File: src/rtl/branch_cond_unit.sv
// branch_cond_unit
//   Holds the architectural {z,c,s,v} flag register fed by the ALU adder,
//   resolves conditional branches against it (with same-cycle forwarding of
//   freshly produced flags) and hands the resolved next-PC to fetch through
//   a valid/ready handshake. Carry follows the subtract convention
//   (c=1 means no borrow, a >= b unsigned).
//
// Ports
//   clk, reset            clock; synchronous active-high reset
//   flag_we, z/c/s/v_in   ALU flags valid this cycle (latched and forwarded)
//   flag_busy             a flag writer is still in flight; blocks accepts
//   br_valid/br_ready     branch request handshake (br_ready combinational)
//   br_cond               4-bit condition code
//   br_target, br_fall    taken target / fall-through PC
//   res_valid/res_ack     resolved-result handshake toward fetch
//   res_taken, res_pc     registered resolution
//   flush                 squash the pending result, block accepts
//   flags                 flag register {z,c,s,v}
//   taken_cnt             saturating count of taken branches
module branch_cond_unit #(
    parameter int WIDTH = 32,
    parameter int CNT_W = 16
) (
    input  logic             clk,
    input  logic             reset,
    input  logic             flag_we,
    input  logic             z_in,
    input  logic             c_in,
    input  logic             s_in,
    input  logic             v_in,
    input  logic             flag_busy,
    input  logic             br_valid,
    output logic             br_ready,
    input  logic [3:0]       br_cond,
    input  logic [WIDTH-1:0] br_target,
    input  logic [WIDTH-1:0] br_fall,
    output logic             res_valid,
    input  logic             res_ack,
    output logic             res_taken,
    output logic [WIDTH-1:0] res_pc,
    input  logic             flush,
    output logic [3:0]       flags,
    output logic [CNT_W-1:0] taken_cnt
);

    typedef enum logic {
        IDLE = 1'b0,
        HOLD = 1'b1
    } state_t;

    state_t           stateQ;
    logic [3:0]       flagReg;
    logic [3:0]       effFlags;
    logic             condTrue;
    logic             accept;
    logic             resTakenQ;
    logic [WIDTH-1:0] resPcQ;
    logic [CNT_W-1:0] takenCntQ;

    // Flags produced this very cycle override the stored copy.
    always_comb begin
        effFlags = flagReg;
        if (flag_we) begin
            effFlags = {z_in, c_in, s_in, v_in};
        end
    end

    always_comb begin
        logic fz, fc, fs, fv;
        fz = effFlags[3];
        fc = effFlags[2];
        fs = effFlags[1];
        fv = effFlags[0];
        condTrue = 1'b0;
        unique case (br_cond)
            4'd0:  condTrue = fz;
            4'd1:  condTrue = !fz;
            4'd2:  condTrue = fc;
            4'd3:  condTrue = !fc;
            4'd4:  condTrue = fs;
            4'd5:  condTrue = !fs;
            4'd6:  condTrue = fv;
            4'd7:  condTrue = !fv;
            4'd8:  condTrue = fc & !fz;
            4'd9:  condTrue = !fc | fz;
            4'd10: condTrue = (fs == fv);
            4'd11: condTrue = (fs != fv);
            4'd12: condTrue = !fz & (fs == fv);
            4'd13: condTrue = fz | (fs != fv);
            4'd14: condTrue = 1'b1;
            4'd15: condTrue = 1'b0;
            default: condTrue = 1'b0;
        endcase
    end

    // An acknowledged HOLD frees the output slot in the same cycle, which is
    // what allows one branch per cycle under continuous res_ack.
    assign br_ready = !flag_busy & ((stateQ == IDLE) | res_ack) & !flush;
    assign accept   = br_valid & br_ready;

    always_ff @(posedge clk) begin
        if (reset) begin
            stateQ    <= IDLE;
            flagReg   <= '0;
            resTakenQ <= 1'b0;
            resPcQ    <= '0;
            takenCntQ <= '0;
        end else begin
            if (flag_we) begin
                flagReg <= {z_in, c_in, s_in, v_in};
            end
            if (flush) begin
                stateQ <= IDLE;
            end else if (accept) begin
                stateQ    <= HOLD;
                resTakenQ <= condTrue;
                resPcQ    <= condTrue ? br_target : br_fall;
                if (condTrue && (takenCntQ != '1)) begin
                    takenCntQ <= takenCntQ + CNT_W'(1);
                end
            end else if ((stateQ == HOLD) && res_ack) begin
                stateQ <= IDLE;
            end
        end
    end

    assign res_valid = (stateQ == HOLD);
    assign res_taken = resTakenQ;
    assign res_pc    = resPcQ;
    assign flags     = flagReg;
    assign taken_cnt = takenCntQ;

endmodule
File: config.mk
export PLATFORM = sky130hd
export DESIGN_NAME = branch_cond_unit
export DESIGN_NICKNAME = d
export VERILOG_FILES = /design/src/rtl/branch_cond_unit.sv
export SDC_FILE = /design/constraint.sdc
export NUM_CORES = 1
export LEC_CHECK = 0
export ABC_CLOCK_PERIOD_IN_PS = 2700
export BUFFER_PORTS_ARGS = -buffer_cell sky130_fd_sc_hd__buf_2
export CORE_ASPECT_RATIO = 0.5
export CORE_UTILIZATION = 42
export CTS_CLUSTER_SIZE = 12
export DETAILED_ROUTE_END_ITERATION = 12
export PLACE_DENSITY = 0.76
export SYNTH_ARGS = -nofsm -noshare
export SYNTH_HDL_FRONTEND = slang
export SYNTH_SLANG_ARGS = --single-unit
File: constraint.sdc
create_clock -name clk -period 2.7 [get_ports clk]
set_clock_uncertainty 0.05 [all_clocks]
set_input_delay 0.54 -clock clk [delete_from_list [all_inputs] [get_ports clk]]
set_output_delay 0.54 -clock clk [all_outputs]
set_load 0.1 [all_outputs]
* Word-level counts from Yosys, hierarchy flattened
Cells that the tools add are included. W data, S select, Z words.
Storage, ports and cells: register bits 54, word-level logic and storage cells 52
Operators by class: reductions and logical operators 13, bitwise logic cells 10, mux-type cells 5, $add $sub $neg 1, eq/ne operators 18
Operator list (number):
- $eq A4 B4 Y1 const B | 8
- $mux W32 | 1
- $add A16 B1 Y16 const B | 1
- $eq A4 B3 Y1 const B | 4
- $ne A16 B16 Y1 const B | 1
- $pmux W1 S16 | 1
- $eq A4 B2 Y1 const B | 2
- $logic_not A1 Y1 | 6
- $and A1 B1 Y1 | 5
- $eq A4 B1 Y1 const B | 1
- $logic_not A4 Y1 | 1
- $mux W4 | 1
- $or A1 B1 Y1 | 3
- $reduce_and A3 Y1 | 1
- $logic_and A1 B1 Y1 | 2
- $mux W1 | 2
- $not A1 Y1 | 2
- $reduce_and A2 Y1 | 1
- $reduce_bool A2 Y1 | 1
- $reduce_or A2 Y1 | 1
- $eq A1 B1 Y1 | 1
- $ne A1 B1 Y1 | 1

* Longest topological paths before layout
Gate-level depths: netlist of the first run.
word-level depth 6, gate-level depth with buffers 10, gate-level depth less buffers 8

* Worst setup path after synthesis of the first run
Ideal clock, no wire load.
path kind register -> register, from reg stateQ (netlist: res_valid), to reg takenCntQ[7] (netlist: taken_cnt[7]), arrival time 4396 ps, required time 2529 ps, path buffers 0, setup slack -1867 ps, cell stages (with the launch flop) 6, setup time 121 ps, clock period less this slack 4567 ps, cell sequence dfxtp_1 -> nor2b_1 -> nor3_1 -> nand2_1 -> nor4_1 -> mux2_2
Between the ends: word-level cells in the longest chain between the ends 6
RTL lines:
- start: declaration | line 51 | state_t stateQ;
- start signal: assignment | line 103 | stateQ <= IDLE;
- start signal: assignment | line 113 | stateQ <= IDLE;
- start signal: assignment | line 115 | stateQ <= HOLD;
- $not A1 Y1 | line 98 | assign br_ready = !flag_busy & ((stateQ == IDLE) | res_ack) & !flush;
- $or A1 B1 Y1 | line 98
- $and A1 B1 Y1 (2 in a row) | line 98
- named net br_ready | line 33 | output logic br_ready,
- $and A1 B1 Y1 | line 99 | assign accept = br_valid & br_ready;
- $reduce_and A3 Y1 (no line)
- end signal: assignment | line 119 | takenCntQ <= takenCntQ + CNT_W'(1);
- end: declaration | line 58 | logic [CNT_W-1:0] takenCntQ;
The timed path passes the listed nets, and every way through them passes these cells. A chain may end at the register's enable or synchronous reset.

* Worst setup path after layout of the first run
from in flag_we, to reg takenCntQ[0] (netlist: taken_cnt[0])
Between the ends: word-level cells in the longest chain between the ends 6, elaborated cells between the ends (all ways) 14, those cells by class eq/ne: 2; mux: 2; bitwise: 4; reduce/logical: 6
RTL lines:
- start: declaration | line 26 | input logic flag_we,
- $mux W4 *
- $ne A1 B1 Y1 (tied with other cells) | line 87, 89
- $or A1 B1 Y1 (tied with other cells) | line 89 | 4'd13: condTrue = fz | (fs != fv);
- $pmux W1 S16 * | line 75 | unique case (br_cond)
- $logic_and A1 B1 Y1 * | line 118 | if (condTrue && (takenCntQ != '1)) begin
- $reduce_and A3 Y1 (no line) *
Every way passes the cells marked *; elsewhere a longest branch is shown, timed or not.

==> results of run 1 <==
==> tightest hold or removal path, cell delays in order (launching register included) <==
cell and delay (ns):
dfxtp_1 0.31, nand2_1 0.05, a21oi_1 0.05
==> routing by layer <==
| metal | up-vias | part of all wire [%] | global-route usage (%) |
|---|---|---|---|
| met5 | - | 0 | 0 |
| met4 | 0 | 1.2 | 4.52 |
| met3 | 8 | 4.8 | 4.91 |
| met2 | 73 | 49 | 37.2 |
| met1 | 1353 | 45 | 25.8 |
| li1 | 1476 | - | - |
==> power breakdown <==
| part | switching (mW) | internal, mW | total, mW |
|---|---|---|---|
| clock network | 0.278 | 0.369 | 0.647 |
| registers | 0.0166 | 0.827 | 0.844 |
| logic | 0.423 | 0.181 | 0.605 |
| total | 0.718 | 1.38 | 2.09 |
==> registers in the layout (all words and copies together), names as in the netlist <==
signal     count
flags          4
res_pc        32
res_taken      1
res_valid      1
taken_cnt     16
==> worst max-delay path by stage <==
stage                   endpoint  slack, ns  cells after the start
floorplan           taken_cnt[8]       0.07                      6
global placement      res_pc[25]      -0.06                      9
detailed placement    res_pc[27]      -0.17                      9
CTS                   res_pc[27]       0.14                      9
global route          res_pc[15]       0.06                      9
finish              taken_cnt[0]       0.21                      9
==> cell usage after synthesis, drive strengths merged, types with 2 or more instances <==
cell	n	area share, %
clkbuf	15	2.0
o21a	2	0.54
inv	4	0.54
nor4	4	0.91
nand4	3	0.68
nor2b	12	2.7
nor2	52	7.1
xnor2	3	0.95
buf	11	3.3
o2111ai	2	0.63
and3	3	0.68
o22ai	2	0.45
dfxtp	54	39
a21oi	38	6.9
a211oi	32	9.1
nor3	11	2.0
nand2b	5	1.1
o21ai	4	0.86
o41ai	3	1.2
nand2	40	5.4
mux2i	6	2.2
mux4	2	1.6
nand3	9	1.6
mux2	9	3.7
nand3b	3	0.81
==> cells in the final DEF, fill, tap and decap left out, drive strengths merged <==
| cell | n |
|---|---|
| buf | 155 |
| dfxtp | 54 |
| nor2 | 52 |
| nand2 | 40 |
| a21oi | 38 |
| a211oi | 32 |
| nor2b | 12 |
| nor3 | 11 |
| nand3 | 9 |
| mux2 | 9 |
| clkbuf | 7 |
| mux2i | 6 |
| nand2b | 5 |
| inv | 4 |
| nor4 | 4 |
| o21ai | 4 |
| nand3b | 3 |
| xnor2 | 3 |
| and3 | 3 |
| nand4 | 3 |
| o41ai | 3 |
| mux4 | 2 |
| o22ai | 2 |
| o2111ai | 2 |
| o21a | 2 |
| a21boi | 1 |
| a311o | 1 |
| and3b | 1 |
| a211o | 1 |
| and2 | 1 |
| or2 | 1 |
| or3 | 1 |
| o31ai | 1 |
| or4 | 1 |
| a31oi | 1 |
| o31a | 1 |
| o21ba | 1 |
| ha | 1 |
| clkinv | 1 |
==> final cells by class <==
type	count	area, µm²
clock buffer	7	143
clock inverter	1	5.00
fill	590	2440
inverter	4	15.0
multi-input combinational	258	1540
sequential	54	1090
tap	88	110
timing repair buffer	155	856
==> metrics by stage <==
stage	utilization, %	cells	setup WS [ns]	total power [mW]
2_1_floorplan	-	342	0.0677	1.30
3_3_place_gp	57.5	553	-0.0625	1.44
3_5_place_dp	57.5	553	-0.167	1.45
4_1_cts	59.9	561	0.140	2.09
5_1_grt	60.6	567	0.0628	2.19
6_report	60.6	567	0.206	2.09
==> cell families (layout without fill, tap and decap cells) <==
logic type	Yosys count	count (layout)	share of synthesized area [%]
buf+inv	30	167	5.93
mux	17	17	7.47
simple gates	147	147	24.3
xor+xnor	3	3	0.951
fa+ha+maj	1	1	0.453
compound gates	90	90	21.8
flops	54	54	39.1
==> summary.txt, run 1 <==
Outcome
  – Status: completed

Timing
  – # setup viols final: 0
  – Final slew viol count: 0
  – Final Hold Violating Endpoints: 0
  – Worst slew pin tran: approximately 0.75 ns
  – Relative slew slack: 50.0%
  – Minimum clock period: 2.49 ns
  – Setup TNS: 0 ns
  – RSZ-0062 raised after global routing: no
  – Final worst path period share: 92.4%
  – Fmax: 401 MHz
  – Min Hold Slack: around 0.41 ns

Logic synthesis
  – Synth warn: 0
  – Synth Instances: 342
  – Most used DFF post-synth: dfxtp_1
  – FF+latch count, synth: 54
  – Synthesized Nets: 422
  – Avg Cell Area, Syn: 8.08 µm²
  – Post-synthesis sequential area ratio: 39.1%
  – EDFF count, synth: 0
  – Ys async rst share: 0%
  – Synthesized area: between 0.002 and 0.003 mm²
  – Synth cell types: 44

Critical path
  – Worst path cell trace: buf_2 > mux4_2 > nor2_1 > a311o_1 > a211o_1 > o21ai_4 > buf_4 > nor2_1 > mux2_1
  – Crit Path Max Fanout: 12
  – Reg-to-reg slack, setup: 0.27 ns
  – CP max stage delay: 0.34 ns
  – CP arrival: about 2.6 ns
  – Most used cell, CP: nor2_1
  – CP startpoint kind: input port
  – Crit path max-delay family: compound AO/OA/AOI/OAI gates
  – Crit path kind: in2reg
  – Crit-path slowest cell: mux4_2
  – Data required, critical path: between 2 and 3 ns
  – Worst Setup SP: flag_we
  – Worst R2R End: taken_cnt[0]
  – Worst path bufs/invs: 2
  – Reg-to-Reg Start: flags[1]
  – Worst Reg-to-Reg Cells: 8
  – CP endpoint kind: flop

Placed design
  – GP Congestion: ~0.80
  – IO Port Bufs: about 130
  – Hpwl dp: 5320 µm
  – Dpl cell area: 0.00357 mm²

Clock tree
  – # H-tree levels: 2
  – Clock slew at reported path FFs: ~0.070 ns
  – Clock buffer depth: 2
  – Hold Buf Count CTS: 0
  – Setup Fix Bufs, Post-CTS: 0
  – Later-pin clock latency in the skew report: between 0.2 and 0.3 ns
  – CTS tree: yes
  – CTS Buf Count: 5
  – CTS sink cnt: 54
  – CTS root buf: clkbuf_16
  – Cts repair resizes: 0

Drt
  – DRT iter0 DRCs: 182
  – Antenna Nets Post-Route: 0
  – WL/cell: 13.2 µm
  – Routed Wire Length: between 7000 and 8000 µm
  – Total number of vias: a little under 3000
  – DRC: 0
  – DR vias/cell: 5.13
  – Drt first pass iters: 5

GRT
  – Largest net degree at the start of global routing: 42
  – Antenna violations before repair: 0
  – GRT Overall Usage: 20.8%
  – Vias in the first global route: 2525
  – Grt total ovfl: 0
  – First-pass GRT wire length: ~11000 µm

Final layout
  – Nets: 558
  – Share of cells above drive strength 1: 39.2%
  – Diodes inserted: 0
  – Area Growth Syn to Fin: 36.2%
  – Design Area, Final: ~0.0038 mm²

Hold path
  – Start point of the worst hold path: res_taken
  – Hold path cells: 2
  – HP Class: reg2reg
  – Worst hold path endpoint: res_taken

Die
  – Die area: 0.00693 mm²
  – Core ar.: 0.00621 mm²
  – I/O pin cnt: 134
  – FP Rows: 20
  – DIE HEIGHT: between 50 and 60 µm
  – Starting Density: 44.5%
  – Die width: 117 µm

Run
  – Maxcap violations: 0

Pwr
  – Power per Cell Area: 557 mW/mm²
  – Worst VDD drop: between 0.0004 and 0.0005 V
  – Lkg Pwr: 1.73 nW
(Power assumes the default switching activity.)
==> run 2: changes to the inputs <==
Settings changed: RECOVER_POWER set to 25.
==> summary.txt, run 2 (synthesized netlist as in run 1, its figures left out) <==
Die
  – I/O pin cnt: 134 (unchanged)
  – Starting Density: 44.5% (unchanged)
  – Core ar.: 0.00621 mm² (unchanged)
  – FP Rows: 20 (unchanged)
  – Die area: 0.00693 mm² (unchanged)
  – DIE HEIGHT: 59.4 µm (unchanged)
  – Die width: 117 µm (unchanged)

Final layout
  – Share of cells above drive strength 1: 34.2% (-5.0 points)
  – Most frequent cells in the layout: buf_2, nor2_1, dfxtp_1
  – Multi-input gate area: 0.00154 mm² (unchanged)
  – Commonest non-fill, non-tap cell in the layout: buf_2
  – Non-filler cells, final: 567 (unchanged)
  – Filler instances: 601 (+1.9%)
  – Final core occ: 60.2% (-0.48 points)
  – Diodes inserted: 0 (unchanged)
  – Max reg flops: 32 (unchanged)
  – Seq. cell area: 0.00109 mm² (unchanged)
  – Area Growth Syn to Fin: 35.1%
  – Nets: 558 (unchanged)

Pwr
  – Lkg Pwr: 1.63 nW (-5.6%)
  – Power per Cell Area: 560 mW/mm² (+0.68%)
  – Worst VDD drop: 0.000453 V (about the same)

Hold path
  – HP Class: reg2reg

Timing
  – Final worst path period share: 92.9% (+0.55 points)
  – Minimum clock period: 2.51 ns (+0.0149 ns)
  – Fmax: 399 MHz (-0.60%)
  – RSZ-0062 raised after global routing: no
  – Final slew viol count: 41 (+41)
  – Final Hold Violating Endpoints: 0 (unchanged)
  – Relative slew slack: -18.9% (-69 points)
  – # setup viols final: 0 (unchanged)
  – Worst slew pin tran: 1.78 ns (+1.03 ns)

Critical path
  – CP endpoint kind: flop
  – Crit path kind: in2reg
  – Crit Path Max Fanout: 21 (+9)
  – CP startpoint kind: input port
  – Data required, critical path: 2.82 ns (about the same)
  – CP arrival: 2.63 ns (+0.02 ns)

Clock tree
  – Clock slew at reported path FFs: 0.07 ns (about the same)
  – # H-tree levels: 2 (unchanged)
  – Clock buffer depth: 2 (unchanged)
  – Later-pin clock latency in the skew report: 0.28 ns (about the same)
  – CTS tree: yes
  – CTS root buf: clkbuf_16
  – CTS sink cnt: 54 (unchanged)
  – CTS Buf Count: 5 (unchanged)

Drt
  – DRT iter0 DRCs: 192 (+5.5%)
  – Routed Wire Length: 7480 µm (+0.15%)
  – WL/cell: 13.2 µm (+0.15%)
  – DRC: 0 (unchanged)
  – Antenna Nets Post-Route: 0 (unchanged)
  – Drt first pass iters: 4 (-1)
  – Total number of vias: 2949 (+1.3%)
  – DR vias/cell: 5.20 (+1.3%)

GRT
  – Grt total ovfl: 0 (unchanged)
  – Antenna violations before repair: 0 (unchanged)
  – First-pass GRT wire length: 11400 µm (unchanged)
  – GRT Overall Usage: 20.8% (unchanged)
  – Vias in the first global route: 2525 (unchanged)
  – Largest net degree at the start of global routing: 42 (unchanged)

Outcome
  – Status: finished with violations
  – Violated checks: capacitance limit, slew limit

Placed design
  – IO Port Bufs: 133 (unchanged)
  – DP Cell Count: 553 (unchanged)
  – GP Congestion: 0.795 (unchanged)
  – Hpwl dp: 5320 µm (unchanged)

Run
  – Maxcap violations: 1 (+1)
[run 2: critical path: stages]
cell	delay, ns
buf_2	0.14
mux4_2	0.34
nor2_1	0.04
a311o_1	0.32
a211o_1	0.31
o21ai_4	0.33
buf_4	0.32
nand2_1	0.08
a211oi_1	0.21
[run 2: final timing paths]
| kind | startpoint | to | slack, ns | depth (start not counted) |
|---|---|---|---|---|
| hold reg to reg | res_taken | res_taken | 0.41 | 2 |
| hold / removal | res_taken | res_taken | 0.41 | 2 |
| setup reg to reg | flags[1] | res_pc[27] | 0.26 | 8 |
| setup / recovery | flag_we | res_pc[27] | 0.19 | 9 |
[run 2: cell type report]
| cell class | count | share of cell area, % |
|---|---|---|
| clock inverter | 1 | 0.134 |
| inverter | 4 | 0.402 |
| tap | 88 | 2.95 |
| multi-input combinational | 258 | 41.3 |
| clock buffer | 7 | 3.82 |
| sequential | 54 | 29.3 |
| timing repair buffer | 155 | 22.1 |
[run 2: stage by stage]
step | hold slack (ns) | instance area [µm²] | setup TNS [ns] | power, mW | setup slack [ns]
6_report | 0.406 | 3730 | 0 | 2.09 | 0.191
5_1_grt | 0.440 | 3730 | 0 | 2.18 | 0.0482
4_1_cts | 0.411 | 3720 | 0 | 2.09 | 0.140
3_5_place_dp | 0.401 | 3570 | -2.42 | 1.45 | -0.167
3_3_place_gp | 0.390 | 3570 | -1.13 | 1.44 | -0.0625
2_1_floorplan | 0.631 | 2800 | 0 | 1.30 | 0.0677
[run 2: what timing repair did]
action	4_1_cts	5_1_grt
endpoints found under the hold margin	0	0
setup endpoints to repair	0	2
setup buffers	0	6
hold buffers	0	0
gates resized for setup	0	0
[run 2: per-layer routing]
layer	track usage, %	up-vias	wire, µm
li1	-	1478	-
met1	25.8	1387	3360
met2	37.2	76	3650
met3	4.91	8	380
met4	4.52	0	85
met5	0	-	0
[run 2: where the power goes]
group | internal, mW | leakage (nW) | switching, mW
Clock | 0.369 | 0.0739 | 0.278
Combinational | 0.177 | 1.11 | 0.424
Sequential | 0.827 | 0.443 | 0.0170
==> run 3: changes to the inputs <==
==> constraint.sdc (replaced) <==
create_clock -name clk -period 2.7 [get_ports clk]
set_clock_uncertainty 0.05 [all_clocks]
set_input_delay 0.27 -clock clk [delete_from_list [all_inputs] [get_ports clk]]
set_output_delay 0.27 -clock clk [all_outputs]
set_load 0.1 [all_outputs]
==> summary.txt, run 3 (synthesized netlist as in run 1, its figures left out) <==
Run
  – Maxcap violations: 1 (unchanged)

Placed design
  – Hpwl dp: 5170 µm (-2.8%)
  – IO Port Bufs: 133 (unchanged)
  – DP Cell Count: 546 (-1.3%)
  – GP Congestion: 0.834 (+4.9%)

Timing
  – Final Hold Violating Endpoints: 0 (unchanged)
  – Final worst path period share: 86.7% (-6.2 points)
  – # setup viols final: 0 (unchanged)
  – Minimum clock period: 2.34 ns (-0.168 ns)
  – Relative slew slack: -11.0% (+7.9 points)
  – Fmax: 427 MHz (+7.2%)
  – Worst slew pin tran: 1.67 ns (-0.118 ns)
  – RSZ-0062 raised after global routing: no
  – Final slew viol count: 39 (-4.9%)

Drt
  – Drt first pass iters: 4 (unchanged)
  – DR vias/cell: 5.17 (-0.55%)
  – WL/cell: 13.2 µm (about the same)
  – Total number of vias: 2876 (-2.5%)
  – Antenna Nets Post-Route: 0 (unchanged)
  – Routed Wire Length: 7340 µm (-1.9%)
  – DRT iter0 DRCs: 155 (-19%)
  – DRC: 0 (unchanged)

Final layout
  – Max reg flops: 32 (unchanged)
  – Commonest non-fill, non-tap cell in the layout: buf_2
  – Diodes inserted: 0 (unchanged)
  – Nets: 547 (-2.0%)
  – Filler instances: 597 (-0.67%)
  – Share of cells above drive strength 1: 32.7% (-1.5 points)
  – Non-filler cells, final: 556 (-1.9%)
  – Most frequent cells in the layout: buf_2, nor2_1, dfxtp_1
  – Area Growth Syn to Fin: 32.7%

Critical path
  – CP endpoint kind: flop
  – Data required, critical path: 2.83 ns (about the same)
  – CP arrival: 2.48 ns (-0.15 ns)
  – CP startpoint kind: flop
  – Crit path kind: reg2reg
  – Crit Path Max Fanout: 12 (-43%)

Outcome
  – Status: finished with violations
  – Violated checks: capacitance limit, slew limit

Die
  – Starting Density: 44.5% (unchanged)
  – Die area: 0.00693 mm² (unchanged)
  – FP Rows: 20 (unchanged)
  – Core ar.: 0.00621 mm² (unchanged)
  – Die width: 117 µm (unchanged)
  – I/O pin cnt: 134 (unchanged)
  – DIE HEIGHT: 59.4 µm (unchanged)

Hold path
  – HP Class: in2reg

GRT
  – First-pass GRT wire length: 11200 µm (-1.4%)
  – GRT Overall Usage: 21.0% (+0.16 points)
  – Largest net degree at the start of global routing: 39 (-7.1%)
  – Vias in the first global route: 2484 (-1.6%)
  – Grt total ovfl: 0 (unchanged)
  – Antenna violations before repair: 0 (unchanged)

Clock tree
  – Hold Buf Count CTS: 0 (unchanged)
  – # H-tree levels: 2 (unchanged)
  – Clock buffer depth: 2 (unchanged)
  – CTS root buf: clkbuf_16
  – Clock slew at reported path FFs: 0.07 ns (about the same)
  – CTS Buf Count: 5 (unchanged)
  – CTS tree: yes
  – Later-pin clock latency in the skew report: 0.29 ns (about the same)
  – CTS sink cnt: 54 (unchanged)

Pwr
  – Power per Cell Area: 584 mW/mm² (+4.2%)
  – Worst VDD drop: 0.000302 V (-33%)
  – Post-route total power: 2.14 mW (+2.4%)
  – Lkg Pwr: 1.59 nW (-2.7%)
run 3: changes by cell type in the layout (fill, tap and decap cells not counted), sizes merged:
cell,before,now
bufinv,0,1
clkbuf,31,30
clkinv,1,0
buf,131,121
run 3: critical path, stage by stage, from the launching register on:
cell      delay (ns)
dfxtp_2         0.34
mux4_2          0.49
o22ai_1         0.16
nand3b_1        0.11
o41ai_2         0.10
o21ai_4         0.12
buf_12          0.16
nor4_1          0.33
mux2_2          0.37
run 3: per-stage QoR:
step	TNS [ns]	util, %	worst slack (ns)	hold slack (ns)	area, µm²
after floorplan	0	-	0.0677	0.361	2800
after global routing	0	59.1	0.189	0.160	3670
after global placement	0	56.5	0.0962	0.392	3510
final	0	59.1	0.359	0.159	3670
after CTS	0	59.1	0.132	0.156	3670
after detailed placement	-0.00269	56.5	-0.00269	0.396	3510
run 3: final timing paths:
| check | start | to | slack (ns) | depth (start not counted) |
|---|---|---|---|---|
| worst max-delay path | flags[0] | taken_cnt[9] | 0.36 | 8 |
| worst min-delay path | br_fall[28] | res_pc[28] | 0.16 | 3 |
| worst max register to register | flags[0] | taken_cnt[9] | 0.36 | 8 |
| worst min register to register | res_taken | res_taken | 0.41 | 2 |
run 3: area by class of cell:
class                      instances  area [µm²]  area share (%)
multi-input combinational        258        1540            42.1
sequential                        54        1090            29.8
timing repair buffer             144         744            20.3
clock buffer                       7         133            3.62
tap                               88         110            3.00
clock inverter                     1        30.0           0.819
inverter                           4        15.0           0.409
run 3: power breakdown:
group	internal (mW)	switching (mW)	total, mW
clock network	0.439	0.284	0.723
logic	0.156	0.419	0.575
registers	0.827	0.0165	0.844
run 3: repair_timing:
item,4_1_cts,5_1_grt
setup endpoints to repair,0,6
buffers inserted,0,2
gates resized for setup,0,0
run 3: layer usage:
layer	GRT usage (%)	vias up	wire length, µm
met4	6.87	0	73
li1	-	1460	-
met3	5.62	7	371
met5	0	-	0
met2	36.0	66	3490
met1	25.9	1343	3400
